[src/rtl/uart_tx_pkg.sv]
// Shared UART transmit definitions: FSM state encoding and serial line levels.
package uart_tx_pkg;

  localparam int unsigned STATE_W = 3;

  typedef enum logic [STATE_W-1:0] {
    IDLE   = 3'd0,
    START  = 3'd1,
    DATA   = 3'd2,
    PARITY = 3'd3,
    STOP   = 3'd4
  } tx_state_e;

  localparam logic START_BIT  = 1'b0;
  localparam logic STOP_BIT   = 1'b1;
  localparam logic IDLE_LEVEL = 1'b1;

endpackage

[src/rtl/uart_parity_calc.sv]
// Parity generator for the UART frame: even parity by default, odd when typ=1.
module uart_parity_calc #(
  parameter int unsigned DATA_WIDTH = 8
) (
  input  logic [DATA_WIDTH-1:0] data,
  input  logic                  typ,
  output logic                  parity_c
);

  assign parity_c = (^data) ^ typ;

endmodule

[src/rtl/uart_tx_ctrl.sv]
// UART transmit frame controller: start, DATA_WIDTH data bits from an external
// serializer, optional parity (macro UART_TX_PARITY_EN), stop. One bit per CLK.
module uart_tx_ctrl
  import uart_tx_pkg::*;
#(
  parameter int unsigned DATA_WIDTH = 8
) (
  input  logic                  CLK,
  input  logic                  RST,
  input  logic [DATA_WIDTH-1:0] P_DATA,
  input  logic                  DATA_VALID,
`ifdef UART_TX_PARITY_EN
  input  logic                  PAR_EN,
  input  logic                  PAR_TYP,
`endif
  output logic [DATA_WIDTH-1:0] ser_p_data,
  output logic                  ser_en,
  input  logic                  ser_data,
  input  logic                  ser_done,
  output logic                  TX_OUT,
  output logic                  BUSY
);

  tx_state_e state_q;
  tx_state_e state_d;
  logic      accept;

  assign accept = (state_q == IDLE) && DATA_VALID;

  // State register; reset aborts any frame in flight.
  always_ff @(posedge CLK or negedge RST) begin
    if (!RST) begin
      state_q <= IDLE;
    end else begin
      state_q <= state_d;
    end
  end

  // Frame data is captured once per request and held until the next accept.
  always_ff @(posedge CLK or negedge RST) begin
    if (!RST) begin
      ser_p_data <= '0;
    end else if (accept) begin
      ser_p_data <= P_DATA;
    end
  end

`ifdef UART_TX_PARITY_EN
  logic par_en_q;
  logic par_typ_q;
  logic parity_bit;

  always_ff @(posedge CLK or negedge RST) begin
    if (!RST) begin
      par_en_q  <= 1'b0;
      par_typ_q <= 1'b0;
    end else if (accept) begin
      par_en_q  <= PAR_EN;
      par_typ_q <= PAR_TYP;
    end
  end

  uart_parity_calc #(
    .DATA_WIDTH (DATA_WIDTH)
  ) u_parity (
    .data     (ser_p_data),
    .typ      (par_typ_q),
    .parity_c (parity_bit)
  );
`endif

  // Next-state and line/handshake outputs, all decoded from the current state.
  always_comb begin
    state_d = state_q;
    TX_OUT  = IDLE_LEVEL;
    BUSY    = 1'b1;
    ser_en  = 1'b0;
    case (state_q)
      IDLE: begin
        BUSY = 1'b0;
        if (DATA_VALID) state_d = START;
      end
      START: begin
        TX_OUT  = START_BIT;
        ser_en  = 1'b1;
        state_d = DATA;
      end
      DATA: begin
        TX_OUT = ser_data;
        ser_en = ~ser_done;
        if (ser_done) begin
`ifdef UART_TX_PARITY_EN
          state_d = par_en_q ? PARITY : STOP;
`else
          state_d = STOP;
`endif
        end
      end
`ifdef UART_TX_PARITY_EN
      PARITY: begin
        TX_OUT  = parity_bit;
        state_d = STOP;
      end
`endif
      STOP: begin
        TX_OUT  = STOP_BIT;
        state_d = IDLE;
      end
      default: begin
        BUSY    = 1'b0;
        state_d = IDLE;
      end
    endcase
  end

endmodule

[config.mk]
export PLATFORM = sky130hd
export DESIGN_NAME = uart_tx_ctrl
export DESIGN_NICKNAME = d
export VERILOG_FILES = /design/src/rtl/uart_tx_pkg.sv /design/src/rtl/uart_parity_calc.sv /design/src/rtl/uart_tx_ctrl.sv
export SDC_FILE = /design/constraint.sdc
export NUM_CORES = 1
export LEC_CHECK = 0
export CORE_MARGIN = 5
export CORE_UTILIZATION = 29
export CTS_CLUSTER_SIZE = 28
export DETAILED_ROUTE_END_ITERATION = 6
export HOLD_SLACK_MARGIN = 0.06
export PLACE_DENSITY = 0.68
export SYNTH_ARGS = -nofsm -noshare
export SYNTH_HDL_FRONTEND = slang
export SYNTH_SLANG_ARGS = --single-unit
[constraint.sdc]
create_clock -name CLK -period 4.1 [get_ports CLK]
set_input_delay 0.82 -clock CLK [delete_from_list [all_inputs] [get_ports CLK]]
set_output_delay 0.82 -clock CLK [all_outputs]
set_load 0.01 [all_outputs]
==> load_flow_metrics.sql <==
INSERT INTO impl_metrics (metric_group, metric, value, unit) VALUES
('worst_setup_path', 'critPathMaxStageDelay', '550', 'ps'),
('placement', 'detailedPlace.worstSlack', '879.6', 'ps'),
('worst_setup_path', 'path_max_fanout', '2', ''),
('sta', 'skew', '1.462', 'ps'),
('worst_setup_path', 'worst-r2r-setup-slack', '2530', 'ps'),
('floorplanning', 'core', '1541', 'µm²'),
('power_and_ir_drop', 'peakVddDrop', '0.0003389', 'V'),
('sta', 'worst_slew_margin_rel', '61.41', '%'),
('worst_setup_path', 'crit_buf_inv', '2', ''),
('worst_setup_path', 'critical_path_required', '3280', 'ps'),
('clocking', 'numCtsBuffers', '3', ''),
('route', 'via_to_cell_ratio', '4.740', ''),
('route', 'via_count', '346', ''),
('clocking', 'clock_tree.root_cell', 'clkbuf_4', ''),
('global_routing', 'initial_antenna_violation_count', '0', ''),
('worst_setup_path', 'startpoint_type', 'input pin', ''),
('route', 'first_iter_violations', '0', ''),
('sta', 'grt_setup_unrepaired', 'no', ''),
('final_layout', 'finish.cell_count_without_fillers', '73', ''),
('route', 'remaining_drc_errors', '0', ''),
('sta', 'post-route-worst-setup-slack', '887.4', 'ps'),
('worst_setup_path', 'timing.rr.start', 'state_q[0]', ''),
('route', 'detailedRoute.firstPassIterationCount', '1', ''),
('clocking', 'cts_repair_resize_count', '0', ''),
('worst_setup_path', 'crit_slowest_cell', 'clkdlybuf4s50_1', ''),
('sta', 'fmax', '311.3', 'MHz'),
('worst_setup_path', 'crit_family', 'buffers and inverters', ''),
('worst_hold_path', 'worst_hold_startpoint', 'ser_p_data[3]', ''),
('sta', 'max_slew.worst_pin.slew', '576.4', 'ps'),
('yosys', 'synthesis.instances', '31', ''),
('power_and_ir_drop', 'part_of_the_power_in_registers', '37.5', '%'),
('power_and_ir_drop', 'power.leakage', '0.0003089', 'µW'),
('final_layout', 'layout_commonest_cell', 'clkdlybuf4s50_1', ''),
('floorplanning', 'die_height', '50.55', 'µm'),
('floorplanning', 'start_util', '30.93', '%'),
('clocking', 'clkSinkCount', '11', ''),
('yosys', 'synth.avg_cell_area', '15.38', 'µm²'),
('worst_setup_path', 'critical_path.cell_chain', 'clkdlybuf4s50_1 -> or3b_2 -> a21oi_1 -> clkdlybuf4s50_1', ''),
('global_routing', 'first_global_vias', '401', ''),
('power_and_ir_drop', 'internal_power', '365.5', 'µW'),
('yosys', 'synth-seq-area-share', '57.74', '%'),
('worst_hold_path', 'timing.hold.worst_endpoint', 'ser_p_data[3]', ''),
('worst_hold_path', 'worstHoldPathType', 'flop to flop', ''),
('clocking', 'cts_tree', 'done', ''),
('outcome', 'outcome', 'completed', ''),
('floorplanning', 'die_width', '50.55', 'µm'),
('final_layout', 'layout.nets', '71', ''),
('placement', 'port-buffer-count', '23', ''),
('sta', 'setup_viol', '0', ''),
('sta', 'post-route-min-period', '3213', 'ps'),
('final_layout', 'layout_common_cells', 'clkdlybuf4s50_1 (23), dfrtp_1 (11), mux2_2 (8)', ''),
('placement', 'placed_cells', '69', ''),
('clocking', 'cts.clk_slew.worst_paths', '70', 'ps'),
('global_routing', 'grt_util_all_layers', '8.832', '%'),
('placement', 'gp_congestion', '0.6137', ''),
('sta', 'final_hold_viol_count', '0', ''),
('final_layout', 'antenna_cells', '0', ''),
('sta', 'tns', '0', 'ps'),
('yosys', 'yosysWarnings', '0', ''),
('power_and_ir_drop', 'pwr-share-comb', '48.8', '%'),
('power_and_ir_drop', 'switching_share_of_total_power', '31.06', '%'),
('worst_setup_path', 'endpoint_kind', 'output pin', ''),
('power_and_ir_drop', 'total_net_switching_power', '164.7', 'µW'),
('worst_setup_path', 'rr_endpoint', 'ser_p_data[3]', ''),
('final_layout', 'drive_gt1_share', '28.07', '%'),
('clocking', 'clock_latency_late_sink', '270', 'ps'),
('sta', 'period_share', '78.36', '%'),
('clocking', 'clockBufferDepth', '2', ''),
('clocking', 'cts_setup_buffers', '0', ''),
('worst_setup_path', 'critPathKind', 'input pin to output pin', ''),
('route', 'postRouteAntennaNets', '0', '');
-- cell usage after synthesis, drive strengths merged --
library cell	number	area, µm²
a21o	1	7.510
a21oi	2	10.01
and4bb	1	12.51
buf	1	11.26
dfrtp	11	275.3
mux2	8	90.09
nor4b	1	23.77
o21a	1	7.510
o21ai	1	5.000
or2b	1	7.510
or3b	2	17.52
xor2	1	8.760
-- power by group through the flow --
stage          Sequential, µW  Combinational [µW]  Clock (µW)
6_report                  199                 259        72.5
5_1_grt                   209                 277        81.7
4_1_cts                   200                 264        76.5
3_5_place_dp              200                 263           0
3_3_place_gp              199                 261           0
2_1_floorplan             211                 108           0
-- cells by family after synthesis --
group / count (synthesis) / synth area share [%]
DFF: 11 / 57.74
AOI/OAI and AO/OA: 5 / 6.299
muxes: 8 / 18.90
and+or+nand+nor: 5 / 12.86
buffers and inverters: 1 / 2.362
xor gates and xnor gates: 1 / 1.838
-- cell type report --
cell class | instances | area [µm²]
clock buffers | 3 | 22.52
fillers | 146 | 798.3
well taps | 16 | 20.02
repair buffers | 23 | 230.2
clock inverters | 1 | 5.005
flip-flops and latches | 11 | 275.3
multi-input cells | 19 | 190.2
-- worst max-delay path by stage --
stage	startpoint	end	slack, ps	depth (start not counted)
final	ser_done	ser_en	890	4
after global routing	ser_done	ser_en	810	4
after CTS	ser_done	ser_en	880	4
after detailed placement	ser_done	ser_en	880	4
after global placement	ser_done	ser_en	910	4
after floorplan	ser_done	ser_en	1770	2
-- layer usage --
layer	global-route usage (%)	vias to the layer above	wire, µm
li1	-	163	-
met1	9.672	162	435
met2	13.43	19	422
met3	3.846	2	101
met4	6.383	0	17
met5	0	-	0
-- flip-flops by register name, indices dropped and copies added (netlist names) --
signal,flops
ser_p_data,8
state_q,3
-- per-stage QoR --
step	instance area, µm²	total power (µW)	hold slack (ps)
finish	743.2	530.2	511.5
CTS	743.2	540.7	518.3
detailed placement	715.7	462.7	494.7
global route	743.2	567.9	543.8
floorplan	476.7	319.1	517.1
global placement	715.7	459.4	488.9
No activity file was read; power rests on OpenSTA's default activity.
